==> src/rtl/ro_frame_sequencer_pkg.sv <==
// Shared types and defaults for the readout sequencer family.
// Holds the FSM state encoding and the index-width helper used by the top and interface.
package ro_frame_sequencer_pkg;

  typedef enum logic {
    RO_IDLE = 1'b0,
    RO_SEND = 1'b1
  } ro_state_e;

  localparam int RO_N_CH_DEF = 8;
  localparam int RO_W_DEF    = 2;

  // Index width that stays legal (>=1 bit) for single-entry ranges.
  function automatic int ro_idx_w(input int n);
    return (n > 1) ? $clog2(n) : 1;
  endfunction

endpackage

==> src/rtl/ro_frame_sequencer_if.sv <==
// Channel-bank side and pad side of the readout sequencer, bundled as one port.
// master drives the frame controls and channel words; slave is the sequencer.
interface ro_frame_sequencer_if
  import ro_frame_sequencer_pkg::*;
#(
  parameter int N_CH = RO_N_CH_DEF,
  parameter int W    = RO_W_DEF
);
  localparam int CH_W = ro_idx_w(N_CH);

  logic              clk_64;
  logic              en;
  logic [N_CH-1:0]   ch_mask;
  logic [N_CH*W-1:0] ch_data;
  logic              clr_ovr;
  logic [W-1:0]      out_data;
  logic [CH_W-1:0]   out_ch;
  logic              out_en;
  logic              out_sof;
  logic              busy;
  logic              overrun;

  modport master (
    output clk_64, en, ch_mask, ch_data, clr_ovr,
    input  out_data, out_ch, out_en, out_sof, busy, overrun
  );

  modport slave (
    input  clk_64, en, ch_mask, ch_data, clr_ovr,
    output out_data, out_ch, out_en, out_sof, busy, overrun
  );

endinterface

==> src/rtl/ro_next_ch.sv <==
// Combinational channel picker: lowest set bit of mask (first=1) or next set bit above cur.
// found=0 when no qualifying bit exists; nxt is then 0.
module ro_next_ch #(
  parameter int N_CH = 8,
  parameter int CH_W = 3
) (
  input  logic [N_CH-1:0] mask,
  input  logic [CH_W-1:0] cur,
  input  logic            first,
  output logic [CH_W-1:0] nxt,
  output logic            found
);

  // Scanning downwards leaves the lowest qualifying bit as the final winner.
  always_comb begin
    nxt   = '0;
    found = 1'b0;
    for (int i = N_CH - 1; i >= 0; i--) begin
      if (mask[i] && (first || (i > int'(cur)))) begin
        nxt   = CH_W'(i);
        found = 1'b1;
      end
    end
  end

endmodule

==> src/rtl/ro_frame_sequencer.sv <==
// Frame readout sequencer: snapshots the channel bank on a clk_64 rising edge and streams
// unmasked channels one slot each; first slot appears two edges after the tick, no backpressure.
module ro_frame_sequencer
  import ro_frame_sequencer_pkg::*;
#(
  parameter int N_CH     = RO_N_CH_DEF,
  parameter int W        = RO_W_DEF,
  parameter int SLOT_CYC = 1
) (
  input  logic                 clk_ext,
  input  logic                 rstb,
  ro_frame_sequencer_if.slave  bus
);

  localparam int CH_W = ro_idx_w(N_CH);
  localparam int SC_W = ro_idx_w(SLOT_CYC);
  localparam logic [SC_W-1:0] SLOT_LAST = SC_W'(SLOT_CYC - 1);

  ro_state_e                 state;
  logic                      clk_64_d;
  logic [N_CH-1:0][W-1:0]    shadow;
  logic [N_CH-1:0]           mask_r;
  logic [CH_W-1:0]           ptr;
  logic [SC_W-1:0]           slot_cnt;
  logic                      sof_pend;

  logic                      tick;
  logic [N_CH-1:0]           pick_mask;
  logic                      pick_first;
  logic [CH_W-1:0]           pick_nxt;
  logic                      pick_found;

  assign tick = bus.clk_64 & ~clk_64_d;

  // In IDLE the picker looks at the live mask to find the frame's first channel;
  // in SEND it walks the snapshot upwards from the current pointer.
  assign pick_first = (state == RO_IDLE);
  assign pick_mask  = pick_first ? bus.ch_mask : mask_r;

  ro_next_ch #(
    .N_CH (N_CH),
    .CH_W (CH_W)
  ) u_next_ch (
    .mask  (pick_mask),
    .cur   (ptr),
    .first (pick_first),
    .nxt   (pick_nxt),
    .found (pick_found)
  );

  always_ff @(posedge clk_ext or negedge rstb) begin
    if (!rstb) begin
      state        <= RO_IDLE;
      clk_64_d     <= 1'b1;
      shadow       <= '0;
      mask_r       <= '0;
      ptr          <= '0;
      slot_cnt     <= '0;
      sof_pend     <= 1'b0;
      bus.out_data <= '0;
      bus.out_ch   <= '0;
      bus.out_en   <= 1'b0;
      bus.out_sof  <= 1'b0;
      bus.busy     <= 1'b0;
      bus.overrun  <= 1'b0;
    end else begin
      clk_64_d <= bus.clk_64;

      // A new set outranks a clear arriving on the same edge.
      if (tick && (state == RO_SEND)) begin
        bus.overrun <= 1'b1;
      end else if (bus.clr_ovr) begin
        bus.overrun <= 1'b0;
      end

      if (!bus.en) begin
        state        <= RO_IDLE;
        slot_cnt     <= '0;
        sof_pend     <= 1'b0;
        bus.out_data <= '0;
        bus.out_ch   <= '0;
        bus.out_en   <= 1'b0;
        bus.out_sof  <= 1'b0;
        bus.busy     <= 1'b0;
      end else begin
        case (state)
          RO_IDLE: begin
            bus.out_data <= '0;
            bus.out_ch   <= '0;
            bus.out_en   <= 1'b0;
            bus.out_sof  <= 1'b0;
            bus.busy     <= 1'b0;
            if (tick && pick_found) begin
              shadow   <= bus.ch_data;
              mask_r   <= bus.ch_mask;
              ptr      <= pick_nxt;
              slot_cnt <= '0;
              sof_pend <= 1'b1;
              state    <= RO_SEND;
            end
          end
          RO_SEND: begin
            bus.out_data <= shadow[ptr];
            bus.out_ch   <= ptr;
            bus.out_en   <= 1'b1;
            bus.busy     <= 1'b1;
            bus.out_sof  <= sof_pend;
            if (slot_cnt == SLOT_LAST) begin
              slot_cnt <= '0;
              sof_pend <= 1'b0;
              if (pick_found) begin
                ptr <= pick_nxt;
              end else begin
                state <= RO_IDLE;
              end
            end else begin
              slot_cnt <= slot_cnt + 1'b1;
            end
          end
          default: state <= RO_IDLE;
        endcase
      end
    end
  end

endmodule

==> src/flat_wrapper.sv <==
// flat-port wrapper written by rule: the top's interface ports become plain ports
module ro_frame_sequencer_flat import ro_frame_sequencer_pkg::*;
#(
  parameter int N_CH     = RO_N_CH_DEF,
  parameter int W        = RO_W_DEF,
  parameter int SLOT_CYC = 1
)
  (clk_ext, rstb, bus_clk_64, bus_en, bus_ch_mask, bus_ch_data, bus_clr_ovr, bus_out_data, bus_out_ch, bus_out_en, bus_out_sof, bus_busy, bus_overrun);
  ro_frame_sequencer_if #(.N_CH(N_CH), .W(W)) bus_i ();
  input  logic clk_ext;
  input  logic rstb;
  input wire logic [$bits(bus_i.clk_64)-1:0] bus_clk_64;
  input wire logic [$bits(bus_i.en)-1:0] bus_en;
  input wire logic [$bits(bus_i.ch_mask)-1:0] bus_ch_mask;
  input wire logic [$bits(bus_i.ch_data)-1:0] bus_ch_data;
  input wire logic [$bits(bus_i.clr_ovr)-1:0] bus_clr_ovr;
  output wire logic [$bits(bus_i.out_data)-1:0] bus_out_data;
  output wire logic [$bits(bus_i.out_ch)-1:0] bus_out_ch;
  output wire logic [$bits(bus_i.out_en)-1:0] bus_out_en;
  output wire logic [$bits(bus_i.out_sof)-1:0] bus_out_sof;
  output wire logic [$bits(bus_i.busy)-1:0] bus_busy;
  output wire logic [$bits(bus_i.overrun)-1:0] bus_overrun;
  assign bus_i.clk_64 = bus_clk_64;
  assign bus_i.en = bus_en;
  assign bus_i.ch_mask = bus_ch_mask;
  assign bus_i.ch_data = bus_ch_data;
  assign bus_i.clr_ovr = bus_clr_ovr;
  assign bus_out_data = bus_i.out_data;
  assign bus_out_ch = bus_i.out_ch;
  assign bus_out_en = bus_i.out_en;
  assign bus_out_sof = bus_i.out_sof;
  assign bus_busy = bus_i.busy;
  assign bus_overrun = bus_i.overrun;
  ro_frame_sequencer #(.N_CH(N_CH), .W(W), .SLOT_CYC(SLOT_CYC)) u_core (.clk_ext(clk_ext), .rstb(rstb), .bus(bus_i));
endmodule
==> config.mk <==
export PLATFORM = sky130hd
export DESIGN_NAME = ro_frame_sequencer_flat
export DESIGN_NICKNAME = d
export VERILOG_FILES = /design/src/rtl/ro_frame_sequencer_pkg.sv /design/src/rtl/ro_frame_sequencer_if.sv /design/src/rtl/ro_next_ch.sv /design/src/rtl/ro_frame_sequencer.sv /design/src/flat_wrapper.sv
export SDC_FILE = /design/constraint.sdc
export NUM_CORES = 1
export LEC_CHECK = 0
export ABC_CLOCK_PERIOD_IN_PS = 3350
export CAP_MARGIN = 20
export CORE_UTILIZATION = 50
export DETAILED_ROUTE_END_ITERATION = 10
export HOLD_SLACK_MARGIN = 0.02
export PLACE_DENSITY_LB_ADDON = 0.12
export SLEW_MARGIN = 0
export SYNTH_ARGS = -nofsm -noshare
export SYNTH_HDL_FRONTEND = slang
export SYNTH_SLANG_ARGS = --single-unit
==> constraint.sdc <==
create_clock -name clk_ext -period 3.35 [get_ports clk_ext]
set_input_delay 1.005 -clock clk_ext [delete_from_list [all_inputs] [get_ports clk_ext]]
set_output_delay 1.005 -clock clk_ext [all_outputs]
set_load 0.05 [all_outputs]
==> out/summary.txt, run 1 <==
Pleak - 0.000955 uW
Cell variety after synth - 36
share of cells above drive strength 1 - 0.216
Post-CTS Repair Setup Buffers - 0
Antenna Cells - 0
Slew headroom - 0.462
Largest stage delay, worst path - 0.41 ns
critical path capture point type - flip-flop
status - finished clean
Power Density - 551 nW/um^2
count of input and output buffers - 37
initial antenna violation count - 0
Reg area - 927 sq um
RePlAce Congestion - 0.836
H-tree levels - 2
worst skew pair latency - 0.34 ns
Worst Path Required - 3.58 ns
combinational share of power - 0.232
Clock Skews - 0.00749 ns
total number of vias - 1152
post-CTS resize count - 0
initial drt markers - 31
die height - 61.3 um
worst-margin pin slew - 0.807 ns
Mean Syn Cell Area - 13.0 sq um
Post-synth EDFFs - 0
Avg WL per Cell - 14.4 um
TritonRoute pass-1 iters - 4
GRT Total Usage - 0.195
RSZ-0062 raised after global routing - false
cell taking the most area after synthesis - dfrtp_1
DIE WIDTH - 61.3 um
CTS clk-pin slew, worst paths - 0.11 ns
CTS Buf Count - 5
most common cell in the netlist - dfrtp_1
Critical Path Slowest Stage Cell - clkdlybuf4s50_1
critical path class - in -> reg
vias in the first global route - 1145
Post-Syn Area - 1760 sq um
first-pass GRT wire length - 5.13 mm
top cells by count, synth - dfrtp_1, nand2_1, mux2_2
Routed WL - 3.19 mm
Peak VDD IR - 0.435 mV
setup TNS - 0 ns
top_reg_cell synth - dfrtp_1
syn nets - 164
placed cell areas - 2130 sq um
CP arrival - 3.11 ns
area grow syn2layout - 26.1%
sw frac - 0.280
Switch Pwr - 342 uW
Rows - 21
internal cell power - 880 uW
residual DRC count - 0
post-DP HPWL - 2.28 mm
initial core utilization - 0.523
Hold WC Path Type - reg -> reg
fin crit share - 0.858
Fin. Hold Viols - 0
Min Clock Period, post-route - 2.87 ns
Inst Count DP - 214
top post-synthesis cells by area - dfrtp_1, mux2_2, mux2_1, mux4_2, buf_6
Syn. warnings - 0
Max Cap Violations - 0
Longest Clk Path Bufs - 2
top cell type's share of synthesized area - 0.512
I/O pin count - 38
post-synthesis register bit count - 37
Peak Freq - 348 MHz
routed vias/inst - 5.19
register area share after synthesis - 0.527
nets - 204
Detail Route Antenna Nets - 0
crit path max fanout - 16
clock sink count - 37
crit path cell chain - clkdlybuf4s50_1 -> and2b_2 -> a31oi_2 -> nand4b_2 -> o311ai_4 -> buf_4 -> mux2_2
core area - 3360 sq um
Final Cell Area - 2220 sq um
hold_buf cts - 0
multi-input logic area - 733 sq um
fin. max-slew vios - 0
Layout Cells excl Fill - 222
CTS tree - done
pin count of the biggest net entering global routing - 38
GR Overflow Total - 0
fillcell total - 294
clock root buffer - clkbuf_4
Die Area - 3760 sq um
sequential share of power - 0.502
clock power share - 0.266
startpoint types - input pin
# setup viols final - 0
Async SR Flop Fraction - 1.00
Gate Count Post-Synth - 135
-- routing by layer --
metal  up-vias  share of wire  GRT usage
met3         5          0.061     0.0756
met5         -              0          0
li1        555              -          -
met2        34           0.51      0.335
met4         0          0.013     0.0617
met1       558           0.42      0.224
-- critical path: cells and delay by family --
kind	cells	cell delay, ns
muxes	1	0.37
and+or+nand+nor	2	0.40
AOI/OAI and AO/OA	2	0.62
buffers and inverters	2	0.71
-- path summary, 6_finish.rpt --
path	depth (start not counted)	endpoint	from	slack, ns
worst max register to register	6	u_core.shadow[1]	u_core.state	0.66
min in group asynchronous	1	u_core.mask_r[1]	rstb	0.74
worst max-delay path	7	u_core.shadow[1]	bus_ch_mask[5]	0.48
worst min register to register	2	u_core.sof_pend	u_core.sof_pend	0.49
worst min-delay path	2	u_core.sof_pend	u_core.sof_pend	0.49
max in group asynchronous	1	u_core.mask_r[3]	rstb	2.10
-- per-stage QoR --
step | total power (uW) | hold WS [ns] | util | setup WS, ns
floorplan | 825 | 0.439 | - | 0.618
global placement | 897 | 0.454 | 0.634 | 0.178
detailed placement | 910 | 0.463 | 0.634 | 0.128
CTS | 1230 | 0.489 | 0.659 | 0.479
global route | 1290 | 0.508 | 0.659 | 0.388
finish | 1220 | 0.488 | 0.659 | 0.476
-- cells in the final DEF (no fill, tap or decap), types with 4 or more instances in the layout --
master,netlist,routed
clkdlybuf4s50_1,0,36
dfrtp_1,36,36
nand2_1,14,14
mux2_2,11,11
mux2_1,10,10
inv_1,7,7
o21ai_0,6,6
nor2_1,5,5
clkbuf_4,1,5
mux4_2,4,4
-- layout make-up --
class	instances	area share
timing repair buffer	40	0.175
inverter	7	0.0119
sequential	37	0.418
multi-input combinational	84	0.331
tap	46	0.0260
clock inverter	1	0.0135
clock buffer	7	0.0248
-- flip-flops by register name, summed over array words and instances (netlist names), 2 cells and up --
register             cells
u_core.shadow           16
u_core.mask_r            7
u_core.bus.out_ch        3
u_core.ptr               3
u_core.bus.out_data      2
-- logic make-up after synthesis --
| kind of cell | synth area share |
|---|---|
| AO/OA/AOI/OAI | 0.0954 |
| buffers and inverters | 0.0555 |
| flip-flops | 0.527 |
| multiplexers | 0.209 |
| AND/OR/NAND/NOR | 0.113 |
-- power groups by stage --
stage               Clock [uW]  Combinational [uW]  Sequential (uW)
detailed placement           0                 286              624
global route               357                 309              628
CTS                        330                 287              615
global placement             0                 278              619
finish                     325                 283              614
floorplan                    0                 234              591
Power figures use the tool's default switching activity.
==> inputs of run 2 (changes only) <==
--- a/config.mk
+++ b/config.mk
@@ -8,6 +8,7 @@
 export ABC_CLOCK_PERIOD_IN_PS = 3350
 export CAP_MARGIN = 20
 export CORE_UTILIZATION = 50
+export CTS_CLUSTER_DIAMETER = 50
 export DETAILED_ROUTE_END_ITERATION = 10
 export HOLD_SLACK_MARGIN = 0.02
 export PLACE_DENSITY_LB_ADDON = 0.12
==> results of run 2 <==
No change in the layout: final DEF, timing and power equal those of run 1.
